==> src/rtl/ber_pkg.sv <==
// ber_pkg
// Shared definitions for the BER window monitor:
//   - ber_state_e : lock/loss FSM encoding (2'b11 is unused and recovers to IDLE)
//   - ROT_*       : rotation codes reported by the phase detector
//   - ber_is_good : window classification (sum of I and Q errors against a threshold)
package ber_pkg;

    typedef enum logic [1:0] {
        ST_IDLE   = 2'b00,
        ST_ACQ    = 2'b01,
        ST_LOCKED = 2'b10
    } ber_state_e;

    localparam logic [1:0] ROT_0   = 2'b00;
    localparam logic [1:0] ROT_90  = 2'b01;
    localparam logic [1:0] ROT_180 = 2'b10;
    localparam logic [1:0] ROT_270 = 2'b11;

    // GOOD when err_i + err_q <= thr. The sum is one bit wider than the
    // operands so it can never wrap and turn a bad window into a good one.
    function automatic logic ber_is_good(input logic [31:0] err_i,
                                         input logic [31:0] err_q,
                                         input logic [31:0] thr);
        logic [32:0] sum;
        sum = {1'b0, err_i} + {1'b0, err_q};
        return (sum <= {1'b0, thr});
    endfunction

endpackage

==> src/rtl/ber_delta_snap.sv <==
// ber_delta_snap
// Holds a snapshot of a free-running cumulative counter and reports how far
// the counter has moved since the snapshot, modulo 2^W, so a counter that
// wraps through zero still yields the exact distance.
// Ports:
//   i_clock  in   1       system clock
//   i_reset  in   1       synchronous, active-high; snapshot clears to 0
//   i_load   in   1       capture i_cur as the new snapshot at this edge
//   i_cur    in   W       current counter value
//   o_delta  out  OUT_W   (i_cur - snapshot) mod 2^W, truncated to OUT_W bits
module ber_delta_snap #(
    parameter int W     = 64,
    parameter int OUT_W = 64
) (
    input  logic             i_clock,
    input  logic             i_reset,
    input  logic             i_load,
    input  logic [W-1:0]     i_cur,
    output logic [OUT_W-1:0] o_delta
);

    logic [W-1:0] snap_q;
    logic [W-1:0] snap_d;

    always_comb begin
        snap_d = snap_q;
        if (i_load) begin
            snap_d = i_cur;
        end
    end

    always_ff @(posedge i_clock) begin
        if (i_reset) begin
            snap_q <= '0;
        end else begin
            snap_q <= snap_d;
        end
    end

    // Unsigned subtraction is already modulo 2^W; truncation keeps the low bits.
    assign o_delta = OUT_W'(i_cur - snap_q);

endmodule

==> src/rtl/ber_window_monitor.sv <==
// ber_window_monitor
// Turns the upstream cumulative error/bit counters into fixed-length window
// error counts, runs a lock/loss FSM on those windows, and presents each
// window result on a valid/ready interface. A change of detected rotation
// aborts the current window and restarts acquisition.
// Ports:
//   i_clock, i_reset         clock, synchronous active-high reset
//   i_en                     1: monitor runs; 0: everything holds (handshake still honoured)
//   i_err_cnt_I/Q            cumulative bit errors per channel (CNT_W)
//   i_bit_cnt_I              cumulative evaluated bits, I channel (CNT_W)
//   i_rot_ang                detected rotation code
//   i_win_ready              consumer accepts the pending result
//   o_win_valid              result pending
//   o_win_err_I/Q            window errors (WE = $clog2(WIN_BITS+1) bits)
//   o_win_rot                rotation in force during the window
//   o_win_idx                window index, first window = 1, wraps
//   o_state, o_locked        FSM state and LOCKED flag
//   o_rot_change             one-cycle pulse on rotation change
//   o_overrun                sticky: a result was overwritten before acceptance
//   o_loss_cnt               saturating count of LOCKED->ACQ transitions
module ber_window_monitor
    import ber_pkg::*;
#(
    parameter int CNT_W     = 64,
    parameter int WIN_BITS  = 4096,
    parameter int ERR_THR   = 40,
    parameter int LOCK_WINS = 3,
    parameter int LOSS_WINS = 2,
    parameter int IDX_W     = 16,
    localparam int WE       = $clog2(WIN_BITS + 1)
) (
    input  logic             i_clock,
    input  logic             i_reset,
    input  logic             i_en,
    input  logic [CNT_W-1:0] i_err_cnt_I,
    input  logic [CNT_W-1:0] i_err_cnt_Q,
    input  logic [CNT_W-1:0] i_bit_cnt_I,
    input  logic [1:0]       i_rot_ang,
    input  logic             i_win_ready,
    output logic             o_win_valid,
    output logic [WE-1:0]    o_win_err_I,
    output logic [WE-1:0]    o_win_err_Q,
    output logic [1:0]       o_win_rot,
    output logic [IDX_W-1:0] o_win_idx,
    output logic [1:0]       o_state,
    output logic             o_locked,
    output logic             o_rot_change,
    output logic             o_overrun,
    output logic [IDX_W-1:0] o_loss_cnt
);

    localparam logic [CNT_W-1:0] WIN_LEN  = CNT_W'(WIN_BITS);
    localparam logic [IDX_W-1:0] LOCK_N   = IDX_W'(LOCK_WINS);
    localparam logic [IDX_W-1:0] LOSS_N   = IDX_W'(LOSS_WINS);

    // ------------------------------------------------------------------
    // Snapshot/delta units
    // ------------------------------------------------------------------
    logic             load_snap;
    logic [WE-1:0]    err_i_delta;
    logic [WE-1:0]    err_q_delta;
    logic [CNT_W-1:0] bit_delta;

    ber_delta_snap #(.W(CNT_W), .OUT_W(WE)) u_snap_err_i (
        .i_clock (i_clock),
        .i_reset (i_reset),
        .i_load  (load_snap),
        .i_cur   (i_err_cnt_I),
        .o_delta (err_i_delta)
    );

    ber_delta_snap #(.W(CNT_W), .OUT_W(WE)) u_snap_err_q (
        .i_clock (i_clock),
        .i_reset (i_reset),
        .i_load  (load_snap),
        .i_cur   (i_err_cnt_Q),
        .o_delta (err_q_delta)
    );

    ber_delta_snap #(.W(CNT_W), .OUT_W(CNT_W)) u_snap_bit_i (
        .i_clock (i_clock),
        .i_reset (i_reset),
        .i_load  (load_snap),
        .i_cur   (i_bit_cnt_I),
        .o_delta (bit_delta)
    );

    // ------------------------------------------------------------------
    // State
    // ------------------------------------------------------------------
    ber_state_e       state_q,      state_d;
    logic [1:0]       rot_q,        rot_d;
    logic [IDX_W-1:0] good_run_q,   good_run_d;
    logic [IDX_W-1:0] bad_run_q,    bad_run_d;
    logic             valid_q,      valid_d;
    logic [WE-1:0]    win_err_i_q,  win_err_i_d;
    logic [WE-1:0]    win_err_q_q,  win_err_q_d;
    logic [1:0]       win_rot_q,    win_rot_d;
    logic [IDX_W-1:0] win_idx_q,    win_idx_d;
    logic             rot_change_q, rot_change_d;
    logic             overrun_q,    overrun_d;
    logic [IDX_W-1:0] loss_cnt_q,   loss_cnt_d;

    logic             win_close;
    logic             rot_diff;
    logic             win_good;
    logic             accept;
    logic [IDX_W-1:0] good_run_inc;
    logic [IDX_W-1:0] bad_run_inc;

    assign win_close    = (bit_delta >= WIN_LEN);
    assign rot_diff     = (i_rot_ang != rot_q);
    assign win_good     = ber_is_good(32'(err_i_delta), 32'(err_q_delta), 32'(ERR_THR));
    assign good_run_inc = good_run_q + 1'b1;
    assign bad_run_inc  = bad_run_q + 1'b1;

    // Handshake: a result is transferred on any edge where o_win_valid and
    // i_win_ready are both high; the result registers stay stable while
    // o_win_valid is high and i_win_ready is low. Acceptance works even when
    // i_en is low, and a new window result may load on the same edge as the
    // acceptance of the previous one.
    assign accept = valid_q && i_win_ready;

    always_comb begin
        state_d      = state_q;
        rot_d        = rot_q;
        good_run_d   = good_run_q;
        bad_run_d    = bad_run_q;
        valid_d      = valid_q && !accept;
        win_err_i_d  = win_err_i_q;
        win_err_q_d  = win_err_q_q;
        win_rot_d    = win_rot_q;
        win_idx_d    = win_idx_q;
        rot_change_d = 1'b0;
        overrun_d    = overrun_q;
        loss_cnt_d   = loss_cnt_q;
        load_snap    = 1'b0;

        case (state_q)
            ST_IDLE: begin
                if (i_en) begin
                    load_snap = 1'b1;
                    rot_d     = i_rot_ang;
                    state_d   = ST_ACQ;
                end
            end

            ST_ACQ, ST_LOCKED: begin
                if (i_en) begin
                    // A rotation change takes priority over a coinciding
                    // window close: the window is simply thrown away.
                    if (rot_diff) begin
                        load_snap    = 1'b1;
                        rot_d        = i_rot_ang;
                        rot_change_d = 1'b1;
                        good_run_d   = '0;
                        bad_run_d    = '0;
                        state_d      = ST_ACQ;
                    end else if (win_close) begin
                        load_snap   = 1'b1;
                        valid_d     = 1'b1;
                        win_err_i_d = err_i_delta;
                        win_err_q_d = err_q_delta;
                        win_rot_d   = rot_q;
                        win_idx_d   = win_idx_q + 1'b1;
                        if (valid_q && !i_win_ready) begin
                            overrun_d = 1'b1;
                        end

                        if (state_q == ST_ACQ) begin
                            if (win_good) begin
                                good_run_d = good_run_inc;
                                if (good_run_inc >= LOCK_N) begin
                                    state_d   = ST_LOCKED;
                                    bad_run_d = '0;
                                end
                            end else begin
                                good_run_d = '0;
                            end
                        end else begin
                            if (win_good) begin
                                bad_run_d = '0;
                            end else begin
                                bad_run_d = bad_run_inc;
                                if (bad_run_inc >= LOSS_N) begin
                                    state_d    = ST_ACQ;
                                    good_run_d = '0;
                                    bad_run_d  = '0;
                                    if (loss_cnt_q != '1) begin
                                        loss_cnt_d = loss_cnt_q + 1'b1;
                                    end
                                end
                            end
                        end
                    end
                end
            end

            default: begin
                state_d    = ST_IDLE;
                good_run_d = '0;
                bad_run_d  = '0;
            end
        endcase
    end

    always_ff @(posedge i_clock) begin
        if (i_reset) begin
            state_q      <= ST_IDLE;
            rot_q        <= '0;
            good_run_q   <= '0;
            bad_run_q    <= '0;
            valid_q      <= 1'b0;
            win_err_i_q  <= '0;
            win_err_q_q  <= '0;
            win_rot_q    <= '0;
            win_idx_q    <= '0;
            rot_change_q <= 1'b0;
            overrun_q    <= 1'b0;
            loss_cnt_q   <= '0;
        end else begin
            state_q      <= state_d;
            rot_q        <= rot_d;
            good_run_q   <= good_run_d;
            bad_run_q    <= bad_run_d;
            valid_q      <= valid_d;
            win_err_i_q  <= win_err_i_d;
            win_err_q_q  <= win_err_q_d;
            win_rot_q    <= win_rot_d;
            win_idx_q    <= win_idx_d;
            rot_change_q <= rot_change_d;
            overrun_q    <= overrun_d;
            loss_cnt_q   <= loss_cnt_d;
        end
    end

    assign o_win_valid  = valid_q;
    assign o_win_err_I  = win_err_i_q;
    assign o_win_err_Q  = win_err_q_q;
    assign o_win_rot    = win_rot_q;
    assign o_win_idx    = win_idx_q;
    assign o_state      = state_q;
    assign o_locked     = (state_q == ST_LOCKED);
    assign o_rot_change = rot_change_q;
    assign o_overrun    = overrun_q;
    assign o_loss_cnt   = loss_cnt_q;

endmodule

==> config.mk <==
export PLATFORM = sky130hd
export DESIGN_NAME = ber_window_monitor
export DESIGN_NICKNAME = d
export VERILOG_FILES = /design/src/rtl/ber_pkg.sv /design/src/rtl/ber_delta_snap.sv /design/src/rtl/ber_window_monitor.sv
export SDC_FILE = /design/constraint.sdc
export NUM_CORES = 1
export LEC_CHECK = 0
export CAP_MARGIN = 20
export CORE_MARGIN = 1
export CORE_UTILIZATION = 58
export CTS_CLUSTER_SIZE = 40
export DETAILED_ROUTE_END_ITERATION = 7
export PLACE_DENSITY = 0.87
export SETUP_SLACK_MARGIN = 0.1
export SYNTH_ARGS = -nofsm -noshare
export SYNTH_HDL_FRONTEND = slang
export SYNTH_HIERARCHICAL = 1
export SYNTH_SLANG_ARGS = --single-unit
==> constraint.sdc <==
create_clock -name i_clock -period 11.2 [get_ports i_clock]
set_input_delay 2.24 -clock i_clock [delete_from_list [all_inputs] [get_ports i_clock]]
set_output_delay 2.24 -clock i_clock [all_outputs]
set_load 0.03 [all_outputs]
==> After elaboration in Yosys (flattened, before gate mapping) <==
Index checks and enable logic that the tools add are counted.
{ "op_classes": {"n_addsub": 8, "n_lt_le_gt_ge": 4, "n_eq_ne": 13, "mux": 41, "n_bitwise": 6, "n_reduce_logical": 16} }
{ "op_table": {"columns": ["operator", "count"], "rows": [
  ["$mux W16", 15],
  ["$add A16 B1 Y16 const B", 4],
  ["$ge A64 B13 Y1 const B", 1],
  ["$pmux W16 S2", 2],
  ["$sub A64 B64 Y64", 1],
  ["$ge A16 B2 Y1 const B", 2],
  ["$sub A13 B13 Y13", 2],
  ["$mux W2", 12],
  ["$ne A4 B4 Y1 const B", 5],
  ["$ne A16 B16 Y1 const B", 1],
  ["$reduce_and A5 Y1", 3],
  ["$add A13 B13 Y14", 1],
  ["$le A14 B6 Y1 const B", 1],
  ["$mux W1", 9],
  ["$pmux W2 S2", 2],
  ["$reduce_and A4 Y1", 2],
  ["$reduce_and A8 Y1", 1],
  ["$reduce_and A7 Y1", 1],
  ["$ne A2 B2 Y1 const B", 3],
  ["$not A1 Y1", 6],
  ["$logic_and A1 B1 Y1", 3],
  ["$ne A3 B3 Y1 const B", 1],
  ["$reduce_or A3 Y1", 1],
  ["$eq A2 B1 Y1 const B", 1],
  ["7 further kinds", 8]
]} }
{ "totals": {"regBits": 189, "inputBits": 198, "output_inout_bits": 66} }

==> Logic depth before layout (Yosys ltp) <==
Gate-level depths: netlist (run 1).
{ "logic_depth": {"ltp_word": 9, "mapped_depth": 22, "mapped_depth_nobuf": 20} }

==> Cells and area by module <==
The synthesis (run 1) kept the hierarchy.
{ "by_module_without_submodules": {"columns": ["mod", "n_inst", "cells_each", "area_each_um2", "seq_area_each_um2"], "rows": [
  ["ber_delta_snap (u_snap_bit_i)", 1, 826, 6314.8, 1281.2],
  ["ber_window_monitor", 1, 687, 5779.3, 1981.9],
  ["ber_delta_snap (u_snap_err_i ...)", 2, 145, 1179.9, 260.2]
]} }

==> Least setup slack after synthesis (run 1) <==
No wires, ideal clock.
{ "synth_timing": {"path_type": "in2reg", "start": "in i_bit_cnt_I[0]", "end": "reg loss_cnt_q[11] (netlist: o_loss_cnt[11])", "t_arrival_ps": 6300, "required_ps": 11079, "slack_ps": 4779, "stages": 22, "n_path_buf": 2, "cell_sequence": "inv_1 ha_1 fa_1 nor2b_1 o2111ai_1 a21oi_1 o21ai_1 a31oi_4 o21bai_2 a211oi_2 o21ai_0 nor3b_2 nor4_1 nand4_1 nor4_1 nor4_1 clkbuf_1 o221ai_1 nor3b_2 buf_6 nand3_1 mux2_2"} }
{ "synth_via": {"elab_chain_len": 3} }
{ "synth_rtl": {"columns": ["item", "line_no", "text"], "rows": [
  ["start: declaration", "ber_window_monitor.sv:37", "input logic [CNT_W-1:0] i_bit_cnt_I,"],
  ["$sub A64 B64 Y64", "ber_delta_snap.sv:41", "assign o_delta = OUT_W'(i_cur - snap_q);"],
  ["named net bit_delta[62]", "ber_window_monitor.sv:62", "logic [CNT_W-1:0] bit_delta;"],
  ["$ge A64 B13 Y1", "ber_window_monitor.sv:111", "assign win_close = (bit_delta >= WIN_LEN);"],
  ["$reduce_and A8 Y1 (no source line)", null, null],
  ["end signal: assignment", "ber_window_monitor.sv:233", "loss_cnt_q <= loss_cnt_d;"],
  ["end: declaration", "ber_window_monitor.sv:102", "logic [IDX_W-1:0] loss_cnt_q, loss_cnt_d;"]
]} }
The timed path passes the listed nets, and every way through them passes these cells.
A chain may end at the register's enable or synchronous reset.

==> Worst setup path in the final report (run 1) <==
{ "layout_timing": {"start": "in i_bit_cnt_I[0]", "end": "reg u_snap_err_i.snap_q[4]"} }
{ "layout_via": {"elab_chain_len": 6} }
{ "layout_rtl": {"columns": ["item", "line_no", "text"], "rows": [
  ["$sub A64 B64 Y64", "ber_delta_snap.sv:41", null],
  ["named net bit_delta[42]", "ber_window_monitor.sv:62", null],
  ["$ge A64 B13 Y1", "ber_window_monitor.sv:111", null],
  ["$mux W1", "ber_window_monitor.sv:159", "end else if (win_close) begin"],
  ["$mux W1", "ber_window_monitor.sv:152", "if (rot_diff) begin"],
  ["$mux W1", "ber_window_monitor.sv:149", "if (i_en) begin"],
  ["$pmux W1 S2", "ber_window_monitor.sv:139", "case (state_q)"],
  ["named net load_snap", "ber_window_monitor.sv:59", "logic load_snap;"],
  ["end signal: assignment", "ber_delta_snap.sv:36", "snap_q <= snap_d;"],
  ["end: declaration", "ber_delta_snap.sv:22", "logic [W-1:0] snap_q;"]
]} }
The timed path passes the listed nets, and every way through them passes these cells.

==> summary.txt, run 1 <==
Clock tree
  • Post-CTS Setup Inserts: 0
  • CTS tree: yes
  • Inserted Clock Buffers: 17
  • CTS Sinks: 189
  • CTS Hold Bufs: 0
  • Max Root-Sink Buffers: 2
  • Clock slew at reported path FFs: 0.08 ns
  • Worst skew pair latency: 0.45 ns
  • CTS root buffer: clkbuf_16
  • Post_cts resized: 0
  • Htree depth: 4

Floorplanning
  • Die area: approximately 25000 µm²
  • Die width: 159 µm
  • Die Span Y: 159 µm
  • Effective utilization at floorplan: approximately three fifths
  • Core Box Area: between 20000 and 25000 µm²
  • Row count: 57
  • I/O Pins: 264

Yosys
  • Syn. warnings: 6
  • Cells after synthesis: 1780
  • Syn avg cell area: 8.03 µm²
  • Syn Std Cell Area: 14300 µm²
  • Post-Synthesis Net Count: 2094

Setup path
  • Critical path type: in -> reg
  • Startpoint types: input pin
  • R2R cell count: 21
  • Register-to-register setup slack: 5.02 ns
  • WP data required: 11.50 ns
  • Crit Path Max Fanout: between 50 and 60
  • Reg2reg start: u_snap_bit_i/snap_q[0]$_SDFFE_PP0P_
  • CP endpoint: u_snap_err_i/snap_q[4]$_SDFFE_PP0P_
  • Worst setup startpoint: i_bit_cnt_I[0]
  • Data arrival time of the worst path: 8.45 ns
  • Reg2reg end: u_snap_err_i/snap_q[4]$_SDFFE_PP0P_
  • Crit end category: flop

Power and ir drop
  • Worst ir drop on vdd: approximately 0.0001 V
  • Clock power frac: 23.7%
  • Sequential power share: 28.4%
  • Cell Int Power: around 1600 µW
  • Sw Share: 41.7%
  • Post-layout total power: 2680 µW
  • Total power divided by cell area: 162 nW/µm²
  • P_leak: approximately 0.0065 µW
  • Sw Pwr: 1120 µW
  • Combinational Power Share: 47.9%

STA
  • # setup viols final: 0
  • Relative slew slack: 25.6%
  • Skew final: 0.0175 ns
  • Worst Tran Pin Value: 1.11 ns
  • Final Max Tran Viols: 0
  • Fin crit share: 72.8%
  • Final hold vios: 0
  • Fmax: between 100 and 150 MHz
  • Fin crit period: 8.15 ns
  • Setup TNS Final: 0 ns
  • RSZ-0062 raised after global routing: false

Detailed routing
  • First-pass iteration count of the detailed router: 8
  • Post-DR wirelength/cell: ~16 µm
  • Final wirelength: about 36 mm
  • Routed Antenna Nets: 0
  • DRT iter0 DRCs: about 1000
  • Via/cell ratio: 5.97
  • DRC Markers: 0
  • Routed vias: 13300

Worst hold path
  • Hold crit path type: reg -> reg

Layout
  • Fillers: roughly 2000
  • Final std cells w/o fill: approximately 2200
  • FF/Latch Area: 3780 µm²
  • Final #Nets: 2199
  • Multi-input logic area: 9670 µm²
  • Synth-to-layout area growth: 16.2%
  • Antenna cells: 0
  • Layout cells sized above 1: 5.85%

GRT
  • First-pass GRT wire length: 60.5 mm
  • GR Overflow Total: 0
  • Vias in the first global route: around 13000
  • Largest net degree at the start of global routing: 98
  • Initial antenna violation count: 0
  • Gr usage total: 28.3%

Placement
  • Cell total after placement: 2190
  • Global placement routability congestion: 0.916
  • DP HPWL: 26.6 mm
  • IO Port Bufs: between 150 and 200

Status
  • Status: completed

Run
  • Max cap viols: 0
==> state kept, by name (all words and copies together), names as in the netlist, 2 cells and up <==
name / cells
bad_run_q: 16
good_run_q: 16
o_loss_cnt: 16
o_state: 2
o_win_err_I: 13
o_win_err_Q: 13
o_win_idx: 16
o_win_rot: 2
rot_q: 2
u_snap_bit_i/snap_q: 64
u_snap_err_i/snap_q: 13
u_snap_err_q/snap_q: 13
==> layer usage <==
metal / vias to the layer above / part of all wire, % / track usage, %
li1: 6588 / - / -
met1: 6232 / 46 / 37.5
met2: 370 / 47 / 47.6
met3: 77 / 3.8 / 3.18
met4: 0 / 3.0 / 10.5
met5: - / 0 / 0
==> critical path: stages <==
cell and delay (ns):
clkdlybuf4s50_1 0.43, inv_1 0.08, ha_1 0.24, fa_1 0.22
nor2b_1 0.05, o2111ai_1 0.18, a21oi_1 0.15, o31ai_2 0.45
nand2_1 0.15, a211oi_1 0.49, a21oi_1 0.23, a211oi_2 0.24
xnor2_1 0.08, nor4_1 0.36, nand4_1 0.14, nor4_1 0.96
nand2_1 0.14, a21oi_1 0.26, nor3b_2 0.07, buf_4 0.35
buf_4 0.51, mux2i_1 0.31, nor2_1 0.07
==> how the worst min path moves through the flow <==
stage	from	cells after the start	slack, ns	end
floorplan	bad_run_q[15]$_SDFFE_PP0P_	1	0.46	bad_run_q[15]$_SDFFE_PP0P_
global placement	o_overrun$_SDFFE_PP0P_	2	0.45	o_overrun$_SDFFE_PP0P_
detailed placement	o_overrun$_SDFFE_PP0P_	2	0.48	o_overrun$_SDFFE_PP0P_
CTS	o_overrun$_SDFFE_PP0P_	2	0.50	o_overrun$_SDFFE_PP0P_
global route	bad_run_q[5]$_SDFFE_PP0P_	1	0.52	bad_run_q[5]$_SDFFE_PP0P_
finish	u_snap_bit_i/snap_q[35]$_SDFFE_PP0P_	2	0.50	u_snap_bit_i/snap_q[35]$_SDFFE_PP0P_
==> power by group through the flow <==
stage / sequential, µW / clock (µW) / combinational (µW)
after floorplan: 785 / 0 / 965
after global placement: 772 / 0 / 1220
after detailed placement: 776 / 0 / 1250
after CTS: 761 / 649 / 1270
after global routing: 768 / 679 / 1410
final: 761 / 637 / 1290
==> layout by cell type, fill, tap and decap left out, types with 6 or more instances in the layout <==
cell type	n
clkdlybuf4s50_1	160
o21a_1	10
nand3b_1	10
a211o_1	6
o21bai_1	17
a31oi_1	13
o21ai_1	6
nor3b_1	9
a211oi_1	12
o21ai_0	83
and3_1	23
or2_2	6
inv_1	128
and4_1	10
mux2_2	7
nand2b_1	11
nor2b_1	31
xor2_1	36
nor2_1	214
nor4_1	26
clkbuf_16	17
nor3_1	46
o31ai_1	14
nor4b_1	6
nand4_1	35
a21o_1	31
or3_1	17
nand2_1	108
and2_1	23
nand3_1	37
a21oi_1	120
xnor2_1	46
ha_1	112
dfxtp_1	189
mux2i_1	129
==> through the flow <==
stage          area, µm²  util (%)  hold slack [ns]  setup WS [ns]
6_report           16600      68.5            0.497           3.05
5_1_grt            16600      68.5            0.520           2.67
4_1_cts            16600      68.5            0.500           3.19
3_5_place_dp       16000      65.9            0.481           2.84
3_3_place_gp       16000      65.9            0.448           2.92
2_1_floorplan      14300         -            0.459           4.88
==> cell type report <==
class                   instances  area share (%)
clock buffers                  17            2.56
clock inverters                15            1.21
well taps                     324            2.44
inverters                     128            2.89
repair buffers                165            9.89
flip-flops and latches        189            22.8
multi-input cells            1384            58.2
Power figures use the tool's default switching activity.
==> inputs of run 2 (changes only) <==
--- a/config.mk
+++ b/config.mk
@@ -7,10 +7,10 @@
 export LEC_CHECK = 0
 export CAP_MARGIN = 20
 export CORE_MARGIN = 1
-export CORE_UTILIZATION = 58
+export CORE_UTILIZATION = 49
 export CTS_CLUSTER_SIZE = 40
 export DETAILED_ROUTE_END_ITERATION = 7
-export PLACE_DENSITY = 0.87
+export PLACE_DENSITY = 0.78
 export SETUP_SLACK_MARGIN = 0.1
 export SYNTH_ARGS = -nofsm -noshare
 export SYNTH_HDL_FRONTEND = slang
==> constraint.sdc (replaced) <==
create_clock -name i_clock -period 7.2 [get_ports i_clock]
set_input_delay 1.44 -clock i_clock [delete_from_list [all_inputs] [get_ports i_clock]]
set_output_delay 1.44 -clock i_clock [all_outputs]
set_load 0.03 [all_outputs]
==> run 2 against run 1 <==
Compared with the run above: register-to-register slack lost 3.1 ns; largest cell class unchanged; worst hold slack lost 0.0034 ns; worst setup slack lost 2.3 ns; sequential cell count is the same; total power grew 55%; routed wire length shrank 1.7%; largest power group unchanged.
==> summary.txt, run 2 (synthesis gave the netlist of run 1 again) <==
Power and ir drop
  • Worst ir drop on vdd: 0.000170 V (+73%)
  • P_leak: 0.00649 µW (+0.43%)
  • Total power divided by cell area: 249 nW/µm² (+54%)

Detailed routing
  • First-pass iteration count of the detailed router: 5 (-3)
  • Via/cell ratio: 5.72 (-4.2%)
  • DRC Markers: 0 (unchanged)
  • Routed vias: 13100 (-1.4%)
  • DRT iter0 DRCs: 911 (-8.7%)
  • Routed Antenna Nets: 0 (unchanged)
  • Final wirelength: 35.3 mm (-1.7%)
  • Post-DR wirelength/cell: 15.4 µm (-4.5%)

STA
  • Relative slew slack: 40.0% (+14 points)
  • RSZ-0062 raised after global routing: false
  • Skew final: 0.0164 ns (-0.00117 ns)
  • # setup viols final: 0 (unchanged)
  • Fin crit period: 6.42 ns
  • Worst Tran Pin Value: 0.900 ns (-0.206 ns)
  • Final hold vios: 0 (unchanged)
  • Fin crit share: 89.2%
  • Setup TNS Final: 0 ns (unchanged)
  • Fmax: 156 MHz
  • Final Max Tran Viols: 0 (unchanged)

Clock tree
  • CTS tree: yes
  • Worst skew pair latency: 0.45 ns (about the same)
  • Inserted Clock Buffers: 17 (unchanged)
  • Clock slew at reported path FFs: 0.08 ns (about the same)
  • Max Root-Sink Buffers: 2 (unchanged)
  • Post-CTS Setup Inserts: 0 (unchanged)
  • CTS Sinks: 189 (unchanged)
  • Post_cts resized: 0 (unchanged)
  • CTS root buffer: clkbuf_16
  • CTS Hold Bufs: 0 (unchanged)
  • Htree depth: 4 (unchanged)

Layout
  • Synth-to-layout area growth: 17.0%
  • Layout cells sized above 1: 6.10% (+0.25 points)
  • Final std cells w/o fill: 2287 (+2.9%)
  • Max reg flops: 64 (unchanged)
  • Most frequent cells in the layout: 214 x nor2_1, 189 x dfxtp_1, 160 x clkdlybuf4s50_1
  • Biggest register: u_snap_bit_i/snap_q
  • FF/Latch Area: 3780 µm² (unchanged)
  • Multi-input logic area: 9670 µm² (unchanged)
  • Final #Nets: 2204 (+0.23%)
  • Fillers: 2588 (+30%)
  • Antenna cells: 0 (unchanged)
  • Commonest non-fill, non-tap cell in the layout: nor2_1

GRT
  • Vias in the first global route: 12400 (-2.5%)
  • Initial antenna violation count: 0 (unchanged)
  • Largest net degree at the start of global routing: 102 (+4.1%)
  • GR Overflow Total: 0 (unchanged)
  • Gr usage total: 23.5% (-4.8 points)
  • First-pass GRT wire length: 59.2 mm (-2.1%)

Setup path
  • Slowest library cell on the worst path: a21boi_0
  • WP data required: 7.56 ns (-3.94 ns)
  • Startpoint types: input pin
  • R2R cell count: 21 (unchanged)
  • Worst-path cell chain: clkdlybuf4s50_1, inv_1, ha_1, fa_1, nor2b_4, o31a_4, o31ai_1, a21boi_0, ha_1, a21oi_1, o21ai_0, a211o_1, a222oi_1, nand4_2, buf_4, or4_1, a21oi_1
  • Data arrival time of the worst path: 6.78 ns (-1.67 ns)
  • Critical path type: in -> reg
  • Crit Path Max Fanout: 16 (-70%)
  • Reg2reg start: u_snap_bit_i/snap_q[1]$_SDFFE_PP0P_
  • Worst path top cell family by delay: compound AO/OA/AOI/OAI gates
  • Reg2reg end: o_win_idx[15]$_SDFFE_PP0P_
  • Max incr delay on CP: 0.56 ns (-0.40 ns)
  • Crit end category: flop
  • Register-to-register setup slack: 1.87 ns (-3.15 ns)
  • CP Buf/Inv Count: 3 (-1)

Placement
  • IO Port Bufs: 161 (unchanged)
  • DP HPWL: 26.3 mm (-1.1%)
  • Cell total after placement: 2255 (+3.0%)
  • Global placement routability congestion: 0.937 (+2.4%)

Floorplanning
  • Die Span Y: 173 µm (+8.7%)
  • Die area: 29900 µm² (+18%)
  • Die width: 173 µm (+8.7%)
  • Row count: 62 (+8.8%)
  • I/O Pins: 264 (unchanged)
  • Effective utilization at floorplan: 49.8% (-9.1 points)
  • Core Box Area: 28700 µm² (+18%)

Run
  • Max cap viols: 0 (unchanged)

Status
  • Status: completed

Worst hold path
  • Hold Path End: u_snap_err_i/snap_q[5]$_SDFFE_PP0P_
  • Hold_sp: u_snap_err_i/snap_q[5]$_SDFFE_PP0P_
  • Hold crit path type: reg -> reg
  • Hold depth: 2 (unchanged)
-- run 2: cell count changes in the layout (fill, tap and decap cells not counted), sizes merged --
cell	change
buf	+5
clkinvlp	-1
inv	+1
-- run 2: through the flow --
stage	cell area [µm²]	utilization (%)	setup WS, ns	hold WS [ns]	power (µW)
5_1_grt	16700	58.3	0.373	0.515	4450
3_5_place_dp	16100	56.1	0.370	0.478	3160
4_1_cts	16700	58.3	0.818	0.497	4160
6_report	16700	58.3	0.780	0.493	4160
3_3_place_gp	16100	56.1	0.472	0.454	3120
2_1_floorplan	14300	-	1.68	0.459	2720
-- run 2: worst max-delay path by stage --
stage,from,end,cells after the start
6_report,i_err_cnt_Q[0],good_run_q[1]$_SDFFE_PP0P_,17
5_1_grt,i_bit_cnt_I[35],o_win_idx[15]$_SDFFE_PP0P_,21
4_1_cts,i_bit_cnt_I[0],o_win_idx[15]$_SDFFE_PP0P_,23
3_5_place_dp,i_bit_cnt_I[0],o_win_idx[15]$_SDFFE_PP0P_,23
3_3_place_gp,i_bit_cnt_I[0],o_win_idx[15]$_SDFFE_PP0P_,23
2_1_floorplan,i_bit_cnt_I[23],o_loss_cnt[11]$_SDFFE_PP0P_,21
-- run 2: power breakdown --
group	internal (µW)	switching (µW)	total (µW)
sequential	1130	49.8	1180
combinational	823	1170	1990
clock	482	499	981
-- run 2: layout make-up --
| cell class | count | share of cell area, % |
|---|---|---|
| clock inverters | 15 | 1.17 |
| flip-flops and latches | 189 | 22.6 |
| clock buffers | 17 | 2.54 |
| inverters | 128 | 2.87 |
| repair buffers | 170 | 10.1 |
| well taps | 384 | 2.87 |
| multi-input cells | 1384 | 57.8 |
-- run 2: per-layer routing --
metal	GRT usage [%]	share of wire [%]	vias to the layer above	routed length (µm)
met2	40.0	47	307	16500
met3	3.74	4.1	52	1450
met5	0	0	-	0
met4	7.60	2.1	0	753
met1	30.3	47	6128	16600
li1	-	-	6595	-
-- run 2: worst min-delay path: stages (launching register included) --
cell     delay, ns
dfxtp_1       0.33
mux2i_1       0.06
nor2_1        0.07
==> inputs of run 3 (changes only) <==
--- a/config.mk
+++ b/config.mk
@@ -5,7 +5,6 @@
 export SDC_FILE = /design/constraint.sdc
 export NUM_CORES = 1
 export LEC_CHECK = 0
-export CAP_MARGIN = 20
 export CORE_MARGIN = 1
 export CORE_UTILIZATION = 49
 export CTS_CLUSTER_SIZE = 40
==> results of run 3 <==
No change in the layout: final DEF, timing and power equal those of run 2.
==> variant 1 (flow settings as in run 3) <==
`CNT_W`: 64 -> 32.
--- a/src/rtl/ber_window_monitor.sv
+++ b/src/rtl/ber_window_monitor.sv
@@ -21,7 +21,7 @@
 module ber_window_monitor
     import ber_pkg::*;
 #(
-    parameter int CNT_W     = 64,
+    parameter int CNT_W     = 32,
     parameter int WIN_BITS  = 4096,
     parameter int ERR_THR   = 40,
     parameter int LOCK_WINS = 3,
Ports: changed (resized i_bit_cnt_I, i_err_cnt_I and i_err_cnt_Q); port bits go from 264 to 168. No check against the original RTL was run, so the function may have changed too.
==> variant 1 against run 3 <==
  * Routed wire length fell by 26%
  * Sequential share of layout area rose by 1.6 points
  * Utilization rose by 0.89 points
  * Total power fell by 19%
  * Maximum frequency rose by 1.3%
  * Largest power group unchanged
  * Sequential cell count fell by 32
  * Area after synthesis fell by 23%
  * Worst setup slack improved by 82 ps
  * Cell area fell by 23%
  * Count of clock-buffer cells in the layout rose by 6
  * Clock power fell by 12%
  * Highest routed layer unchanged
==> variant 1: results <==
[timing]
slew_headroom_pct = 31.3
fin_skew_ps = 11.2

[detailed_routing]
drt_iter0_markers = 635
postRouteWirelength_mm = 26.0
viasPerCell = 5.78
first_pass_iters = 7

[placed_design]
dp_slack_ps = 402
dpl.hpwl_mm = 19.1
dp_cells = 1719
numPortBuffers = 129

[power_and_ir_drop]
intPower_mw = 2.07
p_leak_nw = 4.95

[setup_path]
arrival_ps = 6670

[cells_and_area]
drive_gt1_share_pct = 6.05
instances_no_fill = 1750
fin_nets = 1644
fill_cells = 2005
largest_register_ffs = 32

[grt]
grtUsageMet3_pct = 4.40
grt_max_degree = 57
grt_pass1_vias = 9337
use_met1_pct = 29.7
grt_pass1_wl_mm = 43.2

[outcome]
outcome = "complete, no violations"

[yosys]
syn-num-nets = 1540

[cts]
insertion_delay_ps = 430
-- variant 1: area by class of cell --
class / count / area (sq um) / share of cell area, %
Inverter: 103 / 387 / 2.98
Timing Repair Buffer: 141 / 1380 / 10.6
Clock buffer: 23 / 468 / 3.61
Multi-Input combinational cell: 1038 / 7140 / 55.1
Tap cell: 280 / 350 / 2.70
Sequential cell: 157 / 3140 / 24.3
Clock inverter: 8 / 85.1 / 0.657
-- variant 1: power groups by stage --
stage	combinational [mW]	clock, mW	sequential, mW
after floorplan	1.15	0	1.02
after global placement	1.47	0	0.995
after detailed placement	1.50	0	0.999
after CTS	1.51	0.888	0.980
after global routing	1.69	0.923	0.988
final	1.52	0.867	0.980
-- variant 1: critical path, stage by stage --
cell and delay, ps:
clkdlybuf4s50_1 480, inv_1 50, ha_1 220, fa_1 450, nor2b_4 150, o31a_4 170
o311ai_0 170, o311ai_0 410, buf_4 210, ha_1 280, a31oi_1 200, nor2_1 50
a2111oi_0 490, o2111ai_1 180, nor4b_1 370, o2111ai_2 380, nor2_1 420, buf_4 240
a21oi_1 80, o32ai_1 230
-- variant 1: worst paths after layout --
| path | cells past startpoint | end | start | slack [ps] |
|---|---|---|---|---|
| max reg2reg | 19 | good_run_q[13] | u_snap_err_q/snap_q[0] | 2050 |
| min reg2reg | 2 | o_win_err_I[3] | o_win_err_I[3] | 450 |
| min | 2 | o_win_err_I[3] | o_win_err_I[3] | 450 |
| max | 20 | good_run_q[13] | i_err_cnt_Q[0] | 860 |
-- variant 1: metal layers --
metal	vias to the layer above	part of all wire, %
met5	-	0
met4	0	1.0
met3	24	5.6
met2	260	47
met1	4753	46
li1	5078	-
==> variant 2 (config.mk and constraints of run 3) <==
Made on the original files. Put one more register stage on the output `o_win_err_I`, cleared by the reset. The value now appears one clock later. The other outputs are not delayed to match.
--- a/src/rtl/ber_window_monitor.sv
+++ b/src/rtl/ber_window_monitor.sv
@@ -235,7 +235,13 @@
     end
 
     assign o_win_valid  = valid_q;
-    assign o_win_err_I  = win_err_i_q;
+    always_ff @(posedge i_clock) begin
+        if (i_reset) begin
+            o_win_err_I <= '0;
+        end else begin
+            o_win_err_I <= win_err_i_q;
+        end
+    end
     assign o_win_err_Q  = win_err_q_q;
     assign o_win_rot    = win_rot_q;
     assign o_win_idx    = win_idx_q;
Behaviour: not the same (Yosys sat finds a counterexample within 4 cycles, from zero or initial values and one cycle with i_reset high).
==> variant 2 against run 3 <==
  * Total power increased by 12%
  * Cell area increased by 3.7%
  * Area after synthesis increased by 1.5%
  * Routed wire length increased by 0.79%
  * Hold slack got worse by 38 ps
  * Synthesized cell count increased by 0.22%
  * Worst setup slack improved by 210 ps
  * Sequential cell count increased by 13
  * Largest power group unchanged
==> variant 2: results <==
[grt]
use_met1_pct = 30.1
grt_pass1_vias = 12394
globalRouteTotalUtil_pct = 23.0
antenna_found_initial = 2
grtUsageMet3_pct = 3.15
grt_pass1_wl_mm = 59.2
grt_max_degree = 91

[detailed_routing]
top_layer_used = "met5"
drt_iter0_markers = 806
wl_met3_mm = 1.64
met2_length_mm = 16.4
postRouteWirelength_mm = 35.6

[hold_path]
hold_end = "o_win_err_I[11]"

[placed_design]
dpl.hpwl_mm = 26.4
gp_congestion = 0.897
dpl_cell_area_sq_mm = 0.0164

[cts]
cts_max_level = 1
path_clk_slew_ps = 60
cts_buffers = 25

[cells_and_area]
fin_nets = 2231
fill_cells = 2459
design_area_sq_mm = 0.0173

[power_and_ir_drop]
swShare_pct = 36.5
p_leak_nw = 6.71
p_seq_mw = 1.26

[setup_path]
reg2reg_from = "u_snap_bit_i/snap_q[4]"
path_max_fanout = 8
arrival_ps = 6640

[timing]
worst_slew_pin_slew_ps = 946

[outcome]
outcome = "complete, no violations"
[variant 2: cell types whose count changed in the layout (fill, tap and decap cells not counted), sizes merged, moves of 7 or more]
cell	run 3	this run
a21oi	123	134
bufinv	0	7
clkbuf	17	29
dfxtp	189	202
nor3	47	40
or4	6	14
[variant 2: area by class of cell]
type                       instances  area share [%]
inverter                         133            2.88
sequential                       202            23.3
clock buffer                      29            3.92
timing repair buffer             173            9.89
clock inverter                    16            1.63
multi-input combinational       1382            55.6
tap                              384            2.77
antenna                            1          0.0144
[variant 2: critical path, stage by stage]
cell and delay, ps:
clkdlybuf4s50_1 420, inv_1 60, ha_1 230, fa_1 190, nor2b_1 40, o2111ai_1 190, a21oi_1 170, o31ai_2 460
nand2_1 170, a211oi_1 470, a21oi_1 230, a211oi_2 240, xnor2_1 90, nor4_1 530, nand4_1 170, nor2_1 250
nand2_1 110, o31ai_1 300, a21oi_1 210, o221ai_4 160, buf_4 220, a21oi_1 50, o32ai_1 240
[variant 2: how the worst max path moves through the flow]
stage                     from                     end  slack (ps)  cells past startpoint
3_3_place_gp    i_bit_cnt_I[0]           o_loss_cnt[7]         630                     23
3_5_place_dp    i_bit_cnt_I[0]           good_run_q[2]         540                     23
5_1_grt         i_bit_cnt_I[0]           good_run_q[2]         680                     23
2_1_floorplan  i_bit_cnt_I[16]  u_snap_bit_i/snap_q[0]        1910                     20
6_report        i_bit_cnt_I[0]           good_run_q[2]         990                     23
4_1_cts         i_bit_cnt_I[0]           good_run_q[2]        1070                     23
[variant 2: per-stage QoR]
step           std cells  worst slack [ps]  hold slack (ps)  power [mW]
2_1_floorplan       1784              1910              437        2.77
3_3_place_gp        2274               626              452        3.15
3_5_place_dp        2274               535              456        3.20
4_1_cts             2319              1070              459        4.67
5_1_grt             2320               679              467        4.94
6_report            2320               988              455        4.66
